<file path="src/rtl/shift_sequencer.sv">
// Multicycle sequencer for the RegDesloc shifter: LOAD -> SHIFT -> CAPTURE -> DONE with start/busy/done handshake.
// Optional macro SHIFT_SEQ_ZERO_BYPASS_EN skips SHIFT when the latched amount is zero.
module shift_sequencer #(
  parameter int DATA_W      = 32,
  parameter int HOLD_CYCLES = 1
) (
  input  logic              clk,
  input  logic              reset,
  input  logic              start,
  input  logic [2:0]        shift_op,
  input  logic              amt_sel,
  input  logic [4:0]        amt,
  input  logic [DATA_W-1:0] shifter_out,
  output logic [2:0]        shifter_ctrl,
  output logic              m_shifter,
  output logic              busy,
  output logic              done,
  output logic              result_valid,
  output logic [DATA_W-1:0] result,
  output logic              err
);

  typedef enum logic [2:0] {S_IDLE, S_LOAD, S_SHIFT, S_CAPTURE, S_DONE} state_t;

  typedef struct packed {
    logic [2:0] op;
    logic       sel;
    logic [4:0] amt;
  } shift_req_t;

  localparam int CNT_W = (HOLD_CYCLES > 1) ? $clog2(HOLD_CYCLES) : 1;
  localparam logic [CNT_W-1:0] HOLD_LAST = CNT_W'(HOLD_CYCLES - 1);

  localparam logic [2:0] CTRL_HOLD = 3'b000;
  localparam logic [2:0] CTRL_LOAD = 3'b001;

  state_t           state;
  shift_req_t       req;
  logic [CNT_W-1:0] hold_cnt;
  logic             bypass_zero;

  function automatic logic op_legal(input logic [2:0] op);
    return (op >= 3'b010) && (op <= 3'b110);
  endfunction

`ifdef SHIFT_SEQ_ZERO_BYPASS_EN
  assign bypass_zero = (req.amt == 5'd0);
`else
  // Amount is only needed for the zero bypass; keep it latched but unused here.
  logic unused_amt;
  assign unused_amt  = ^req.amt;
  assign bypass_zero = 1'b0;
`endif

  always_ff @(posedge clk or negedge reset) begin
    if (!reset) begin
      state        <= S_IDLE;
      req          <= '0;
      hold_cnt     <= '0;
      shifter_ctrl <= CTRL_HOLD;
      m_shifter    <= 1'b0;
      busy         <= 1'b0;
      done         <= 1'b0;
      result_valid <= 1'b0;
      result       <= '0;
      err          <= 1'b0;
    end else begin
      done <= 1'b0;
      err  <= 1'b0;
      case (state)
        S_IDLE: begin
          shifter_ctrl <= CTRL_HOLD;
          m_shifter    <= 1'b0;
          if (start) begin
            req  <= '{op: shift_op, sel: amt_sel, amt: amt};
            busy <= 1'b1;
            if (op_legal(shift_op)) begin
              state        <= S_LOAD;
              shifter_ctrl <= CTRL_LOAD;
              m_shifter    <= amt_sel;
            end else begin
              // Illegal op never touches the shifter; result keeps its old value.
              state        <= S_DONE;
              err          <= 1'b1;
              done         <= 1'b1;
              result_valid <= 1'b1;
              hold_cnt     <= HOLD_LAST;
            end
          end
        end
        S_LOAD: begin
          m_shifter <= req.sel;
          if (bypass_zero) begin
            state        <= S_CAPTURE;
            shifter_ctrl <= CTRL_HOLD;
          end else begin
            state        <= S_SHIFT;
            shifter_ctrl <= req.op;
          end
        end
        S_SHIFT: begin
          m_shifter    <= req.sel;
          state        <= S_CAPTURE;
          shifter_ctrl <= CTRL_HOLD;
        end
        S_CAPTURE: begin
          result       <= shifter_out;
          state        <= S_DONE;
          shifter_ctrl <= CTRL_HOLD;
          m_shifter    <= 1'b0;
          done         <= 1'b1;
          result_valid <= 1'b1;
          hold_cnt     <= HOLD_LAST;
        end
        S_DONE: begin
          if (hold_cnt == '0) begin
            state        <= S_IDLE;
            result_valid <= 1'b0;
            busy         <= 1'b0;
          end else begin
            hold_cnt <= hold_cnt - 1'b1;
          end
        end
        default: begin
          state        <= S_IDLE;
          shifter_ctrl <= CTRL_HOLD;
          m_shifter    <= 1'b0;
          busy         <= 1'b0;
          result_valid <= 1'b0;
        end
      endcase
    end
  end

endmodule

</file>
<file path="config.mk">
export PLATFORM = sky130hd
export DESIGN_NAME = shift_sequencer
export DESIGN_NICKNAME = d
export VERILOG_FILES = /design/src/rtl/shift_sequencer.sv
export SDC_FILE = /design/constraint.sdc
export NUM_CORES = 1
export LEC_CHECK = 0
export ABC_AREA = 1
export BUFFER_PORTS_ARGS = -buffer_cell sky130_fd_sc_hd__clkbuf_2
export CORE_MARGIN = 2
export CORE_UTILIZATION = 30
export DETAILED_ROUTE_END_ITERATION = 10
export HOLD_SLACK_MARGIN = 0.08
export SETUP_SLACK_MARGIN = 0.5
export SLEW_MARGIN = 20
export SYNTH_ARGS = -nofsm -noshare
export SYNTH_HDL_FRONTEND = slang
export SYNTH_SLANG_ARGS = --single-unit
</file>
<file path="constraint.sdc">
create_clock -name clk -period 1.49 [get_ports clk]
set_clock_uncertainty 0.15 [all_clocks]
set_input_delay 0.298 -clock clk [delete_from_list [all_inputs] [get_ports clk]]
set_output_delay 0.298 -clock clk [all_outputs]
set_load 0.03 [all_outputs]
</file>
; ---- Word level (Yosys, flattened, before mapping)
; Index checks and enable logic that the tools add are counted.
[word_totals]
elab_cells = 57
ff_bits = 48
out_inout_bits = 40
in_bits = 44
[op_classes]
reduce_logical = 10
n_bitwise = 2
n_addsub = 1
magnitude_cmp = 2
n_eq_ne = 7
muxes = 24
[ops]
columns = operator, n
row1 = $pmux W3 S5, 1
row2 = $mux W1, 14
row3 = $mux W3, 3
row4 = $pmux W1 S3, 3
row5 = $pmux W3 S3, 1
row6 = $eq A3 B2 Y1 const B, 2
row7 = $ne A2 B2 Y1 const B, 3
row8 = $reduce_and A3 Y1, 2
row9 = $pmux W1 S4, 1
row10 = $reduce_and A2 Y1, 2
row11 = $reduce_and A4 Y1, 1
row12 = $eq A3 B1 Y1 const B, 1
row13 = $eq A3 B3 Y1 const B, 1
row14 = $ge A3 B2 Y1 const B, 1
row15 = $le A3 B3 Y1 const B, 1
row16 = $logic_not A3 Y1, 1
row17 = $reduce_bool A3 Y1, 1
row18 = $reduce_or A3 Y1, 1
row19 = $not A1 Y1, 2
row20 = $pmux W1 S2, 1
row21 = $reduce_or A2 Y1, 1
row22 = $logic_and A1 B1 Y1, 1
row23 = $sub A1 B1 Y1 const B, 1

; ---- Longest topological paths before layout
; Gate-level depths: netlist of the first run.
[logic_depth]
depth_word = 5
ltp_mapped = 7
depth_no_buf = 7

; ---- Worst setup path after synthesis of the first run
; Ideal clock, no wire load.
[synth_path]
path_kind = reg-to-reg
from = register state[2]
to = register req[5] (netlist bit)
setup_ns = 0.116
path_buffers = 0
required_time_ns = 1.224
synth_period_minus_slack_ns = 1.245
stages_incl_launch_ff = 7
arrival_ns = 0.979
path_slack_ns = 0.245
path_cell_list = dfrtp_1 inv_1 nand2_1 nor2_4 inv_1 nand2_1 nand2_1
[synth_via]
elab_chain_len = 2
[synth_lines]
columns = element, line_no
row1 = from (decl), 37  ; state_t state;
row2 = from (signal assigned), 57  ; state <= S_IDLE;
row3 = from (signal assigned), 78  ; state <= S_LOAD;
row4 = from (signal assigned), 83  ; state <= S_DONE;
row5 = $logic_not A3 Y1, 70  ; case (state)
row6 = $reduce_and A2 Y1 (no source line), -
row7 = to (signal assigned), 75  ; req <= '{op: shift_op, sel: amt_sel, amt: amt};
row8 = to (decl), 38  ; shift_req_t req;
; No other way between the ends.
; A chain may end at the register's enable or synchronous reset.

; ---- Worst setup path after layout of the first run
[layout_path]
from = register result[21]
to = output port result[21]
[layout_lines]
columns = element, line_no
row1 = from (decl), 19  ; output logic [DATA_W-1:0] result,
row2 = from (signal assigned), 107  ; result <= shifter_out;
; No word-level cell between the ends.

==> results of run 1 <==
==> logic make-up after synthesis <==
logic type / Yosys count / synth area share
and+or+nand+nor: 137 / 0.294
AOI/OAI and AO/OA: 5 / 0.0135
buffers and inverters: 19 / 0.0568
DFF: 47 / 0.636
==> cell type report <==
type                    count  area [um^2]  share of cell area
clock buffers               6         72.6              0.0224
inverters                  13         63.8              0.0197
multi-input cells         143          636               0.196
flip-flops and latches     47         1180               0.364
well taps                  75         93.8              0.0290
repair buffers            116         1190               0.369
==> cell usage after synthesis (all sizes together) <==
master / instances / area, um^2
inv: 13 / 48.8
nand4: 1 / 6.26
nor3: 1 / 5.00
nor2: 7 / 41.3
buf: 6 / 56.3
dfrtp: 47 / 1180
nand3: 6 / 30.0
o21ai: 5 / 25.0
nand2: 122 / 460
==> power breakdown <==
part / total [mW] / internal, mW / switching [mW]
Clock: 0.683 / 0.313 / 0.370
Combinational: 4.59 / 2.29 / 2.30
Sequential: 2.41 / 1.89 / 0.517
Total: 7.69 / 4.50 / 3.19
==> through the flow <==
stage          instances  setup slack, ns  hold WS [ns]  instance area, um^2  power, mW
2_1_floorplan        208            0.284        -0.148                 1850       4.26
3_3_place_gp         358           0.0697         0.159                 2320       5.01
3_5_place_dp         358           0.0423         0.156                 2320       5.06
4_1_cts              388            0.177        0.0520                 3030       7.02
5_1_grt              400            0.123        0.0583                 3240       8.21
6_report             400            0.187        0.0630                 3240       7.69
==> flip-flops by register name (all words and copies together), names as in the netlist <==
signal	count
result	32
req	4
shifter_ctrl	3
state	3
busy	1
done	1
err	1
m_shifter	1
result_valid	1
==> worst reg2reg max path: cells and delay by family (launching register included) <==
family | cells | cell delay [ns]
buf+inv | 2 | 0.29
flops | 1 | 0.43
simple gates | 4 | 0.31
==> worst max-delay path by stage <==
stage | to | cells after the start | start | slack [ns]
floorplan | req[5]$_DFFE_PN0P_ | 6 | state[1]$_DFFE_PN0P_ | 0.28
global placement | result[27]$_DFFE_PN0P_ | 5 | state[0]$_DFFE_PN0P_ | 0.07
detailed placement | result[1]$_DFFE_PN0P_ | 5 | state[0]$_DFFE_PN0P_ | 0.04
CTS | result[25] | 1 | result[25]$_DFFE_PN0P_ | 0.18
global route | req[6]$_DFFE_PN0P_ | 6 | state[1]$_DFFE_PN0P_ | 0.12
finish | result[21] | 1 | result[21]$_DFFE_PN0P_ | 0.19
==> layer usage <==
| metal | vias to the layer above | routed length (um) |
|---|---|---|
| met3 | 2 | 273 |
| li1 | 867 | - |
| met2 | 47 | 2470 |
| met4 | 0 | 15 |
| met5 | - | 0 |
| met1 | 746 | 1940 |
==> repair_timing <==
item                                    CTS  global route
pin swaps                                 5             2
endpoints found under the hold margin    80            12
buffers inserted                         12            10
endpoints found under the setup margin   87            87
cloned                                    1             2
gates resized for setup                 105            48
==> impl_results.md, run 1 <==
- Synthesized area: approximately 1800 um^2
- Post-DP HPWL: 2760 um
- Clock Latency Late Sink: 0.28 ns
- Routed Antenna Nets: 0
- Final setup vio count: 0
- H-Tree Level Count: 2
- Vias in the first global route: 1597
- Ports: 84
- GRT met1 Usage: 0.152
- Crit-path max FO: 2
- # diodes: 0
- Max Freq: 768 MHz
- Slew HR: 0.831
- Layout cells sized above 1: 0.394
- Sequential fraction of the synthesis area: 0.636
- Most used routing layer: met2
- Overflow after GRT: 0
- Cell family with most CP delay: flip-flops
- Worst path arrival time: approximately 0.85 ns
- Reg2reg start: state[1]$_DFFE_PN0P_
- Avg Synthesized Cell Area: 8.89 um^2
- CP cell instances: buf_8
- Status: finished clean
- CTS tree: built
- Max VDD drop: 1.40 mV
- Yosys reg bits: 47
- Area Growth Syn to Fin: 75.0%
- CTS buffer count: 5
- Hold Path Class: in2reg
- Initial Util: 0.311
- Core ar.: 5960 um^2
- Syn nets: 252
- Largest net degree at the start of global routing: 48
- Tcrit/Tclk final: 0.874
- Slew of the pin with the lowest slew margin: between 0.2 and 0.3 ns
- Num Clock Sinks: 47
- P_leak: 1.74 nW
- Most frequent cells in the layout: nand2_1 (120), dfrtp_1 (46), buf_8 (40)
- Synth unique cells: 13
- Die Height: 82.5 um
- GR Layer Usage met3: 0.0359
- Setup_tns: 0 ns
- WL/cell: about 12 um
- PortBufs: between 70 and 80
- Hold_sp: shifter_out[29]
- Clk root buf: clkbuf_8
- Final wirelength: 4700 um
- Hold path endpoint: result[29]$_DFFE_PN0P_
- Worst R2R End: result_valid$_DFFE_PN0P_
- Min cycle time layout: 1.30 ns
- M2 GR Usage: 0.252
- Pre-antenna DRT Iters: 6
- Slowest cell on crit path: dfrtp_1
- Final Max Tran Viols: 0
- Count of final hold-check violations: 0
- Req. time, crit path: 1.04 ns
- Initial antenna violation count: 0
- Gpl congestion: 0.687
- Number of buffers on the longest clock path: 2
- DRC violations left: 0
- Via density: 4.16
- Most common cell after layout, fill and taps aside: nand2_1
- Mapped Cells: about 210
- Filler cells: 526
- Worst-path clk slew: approximately 0.08 ns
- First-pass GRT wire length: 7070 um
- Nature of the critical path endpoint: output pin
- CP Class: reg2out
- Synth warn: 0
- RSZ-0062 raised after global routing: true
- Die area: 6810 um^2
- Nets@finish: 370
- Fin util: 0.543
- Worst-case reg-to-reg path depth: 6
- Min-Delay Path Depth: 3
- Reg2reg setup slack: approximately 0.20 ns
- Pwr Density: 2380 nW/um^2
- Max cap viols: 0
- Cell Rows: 28
- Vias: ~1700
- Starting DRC count in detailed routing: 41
- Die X-Extent: 82.5 um
- Total track usage: 0.136
- Worst setup SP type: flop
- CP Buf/Inv Count: 1
- # hold bufs at CTS: 11
- Max incr delay on CP: around 0.42 ns
Power figures use the tool's default switching activity.
==> inputs of run 2 (changes only) <==
ABC_AREA = not set   (was 1)
==> impl_results.md, run 2 <==
- Via density: roughly 4.5
- CTS buffer count: 5
- WL/cell: ~15 um
- Reg2reg start: state[2]$_DFFE_PN0P_
- Core ar.: 6460 um^2
- H-Tree Level Count: 2
- CTS tree: built
- Pwr Density: 2610 nW/um^2
- Most frequent cells in the layout: dfrtp_1 (45), buf_8 (40), clkbuf_2 (38)
- Nets@finish: 291
- Die Height: 86.3 um
- Max cap viols: 0
- Max Freq: 681 MHz
- Sequential fraction of the synthesis area: 0.579
- Initial antenna violation count: 0
- Clk root buf: clkbuf_8
- Post-Synth Simple-Gate Area: 0.0874
- Final setup vio count: 0
- Top-area cell type share of the netlist area: 0.579
- Placed instance area: 2540 um^2
- Overflow after GRT: 0
- Commonest cells post-synth: dfrtp_1 (47), mux2_4 (30), nand2_1 (14)
- Slew of the pin with the lowest slew margin: 0.397 ns
- Vias: 1462
- Die X-Extent: 86.3 um
- P_leak: between 1.5 and 2 nW
- Worst-path clk slew: 0.09 ns
- Starting DRC count in detailed routing: 25
- Top_reg_cell synth: dfrtp_1
- Max VDD drop: 1.17 mV
- Initial Util: 0.315
- Asr flop ratio synth: 1.00
- Reg2reg setup slack: between 0.02 and 0.025 ns
- Area Growth Syn to Fin: 65.9%
- Synth unique cells: 28
- Post-synth EDFFs: 0
- Max incr delay on CP: ~0.45 ns
- Fin util: 0.522
- Layout cells sized above 1: 0.702
- Setup_tns: 0 ns
- Gpl congestion: 0.781
- CP cell instances: nor2b_4 -> nand2_8 -> clkbuf_16 -> mux2_4
- Clock Latency Late Sink: 0.30 ns
- Worst setup SP type: flop
- Req. time, crit path: 1.52 ns
- Pre-CTS setup slack: -0.00685 ns
- Synth warn: 0
- CP Class: reg2reg
- Hold Path Class: in2reg
- Routed Antenna Nets: 0
- Fin area: between 3000 and 4000 um^2
- Slowest cell on crit path: dfrtp_2
- Count of final hold-check violations: 0
- Tcrit/Tclk final: 0.985
- CP Buf/Inv Count: 1
- Mapped Cells: 130
- Worst Setup EP: result[12]$_DFFE_PN0P_
- Post-synthesis xor/xnor area fraction: 0.00431
- Synth area leaders: dfrtp_1 (58%), mux2_4 (22%), buf_12 (3.0%), nand2_1 (2.6%), nor4b_4 (1.2%)
- Reg with most FFs: result
- DRC violations left: 0
- Yosys reg bits: 47
- Largest family of logic cells by synthesized area: multiplexers
- Most common cell after layout, fill and taps aside: dfrtp_1
- Worst path arrival time: 1.50 ns
- Worst R2R End: result[12]$_DFFE_PN0P_
- Number of buffers on the longest clock path: 2
- Total track usage: 0.124
- Vias in the first global route: 1519
- Min cycle time layout: 1.47 ns
- RSZ-0062 raised after global routing: true
- Syn nets: approximately 170
- Worst-case reg-to-reg path depth: 4
- Synth area leader: dfrtp_1
- Area occupied by multi-input gates: 805 um^2
- Pre-antenna DRT Iters: 4
- Placed cells: 287
- Die area: 7450 um^2
- First-pass GRT wire length: slightly above 7000 um
- Path length in cells of the critical path: 4
- Avg Synthesized Cell Area: between 15 and 20 um^2
- Ports: 84
- Synth Area in Adders: 0
- PortBufs: 78
- Post-synthesis compound-gate area fraction: 0.0468
- Cell with the most instances after synthesis: dfrtp_1
- Finished Layout Cells: 325
- Largest regs: result: 32 flops, req: 4 flops
- # hold bufs at CTS: 1
- Num Clock Sinks: 47
- Mux contribution to synthesized area: 0.233
- Final wirelength: 4790 um
- Post-DP HPWL: 2770 um
- Worst Slack Setup Final: 0.0224 ns
- Status: finished clean
- Slew HR: 0.735
- Crit-path max FO: 8
- Sequential standard cell area: 1180 um^2
- Nature of the critical path endpoint: flop
- Number of flip-flops in the largest register: 32
- # diodes: 0
- Final Max Tran Viols: 0
- Largest net degree at the start of global routing: 48
- Synthesized area: 2030 um^2
- Worst setup startpoint: state[2]$_DFFE_PN0P_
- Cell family with most CP delay: flip-flops
- Filler cells: 548
- Cell Rows: 29
[run 2: changes by cell type in the layout (fill, tap and decap cells not counted), moves of 3 or more]
cell,previous run,this run
mux2_4,0,30
nor2_1,1,4
nand2_1,120,12
a22oi_2,0,3
nor2_4,7,1
buf_4,20,28
dlygate4sd3_1,11,1
inv_1,9,1
buf_6,1,6
nand3_2,3,0
[run 2: cell type report]
| cell class | count | share of cell area |
|---|---|---|
| Inverter | 1 | 0.00111 |
| Timing Repair Buffer | 118 | 0.353 |
| Tap cell | 77 | 0.0286 |
| Clock buffer | 8 | 0.0297 |
| Multi-Input combinational cell | 74 | 0.239 |
| Sequential cell | 47 | 0.350 |
[run 2: where the power goes]
group          leakage [nW]  internal [mW]  total (mW)  switching [mW]
combinational          1.11           3.20        5.46            2.26
clock                0.0515          0.424       0.839           0.415
sequential            0.562           1.92        2.49           0.572
total                  1.72           5.54        8.79            3.25
[run 2: cells by family after synthesis]
kind of cell	after synthesis
compound gates	13
buf+inv	9
flops	47
simple gates	28
mux	32
xor+xnor	1
[run 2: stage by stage]
step                      power, mW  hold WS [ns]
after floorplan                5.06        -0.148
after global placement         5.86         0.158
after detailed placement       5.89         0.157
after CTS                      8.06        0.0642
after global routing           9.22        0.0582
final                          8.79        0.0767
[run 2: repair_timing]
action | in CTS | in global routing
pin swaps | 5 | 9
endpoints found under the setup margin | 87 | 87
endpoints found under the hold margin | 75 | 22
gates resized for setup | 92 | 48
buffers inserted | 15 | 12
cloned | 0 | 2
[run 2: worst min-delay path by stage]
stage | start | endpoint | slack [ns] | depth (start not counted)
2_1_floorplan | reset | busy$_DFFE_PN0P_ | -0.15 | 0
3_3_place_gp | reset | result_valid$_DFFE_PN0P_ | 0.16 | 2
3_5_place_dp | reset | result_valid$_DFFE_PN0P_ | 0.16 | 2
4_1_cts | shifter_out[28] | result[28]$_DFFE_PN0P_ | 0.06 | 2
5_1_grt | shifter_out[28] | result[28]$_DFFE_PN0P_ | 0.06 | 2
6_report | shifter_out[20] | result[20]$_DFFE_PN0P_ | 0.08 | 2
[run 2: routing by layer]
layer,part of all wire,up-vias,global-route usage
met4,0.0061,0,0.0341
met2,0.51,49,0.215
li1,-,681,-
met5,0,-,0
met1,0.44,727,0.154
met3,0.048,5,0.0333
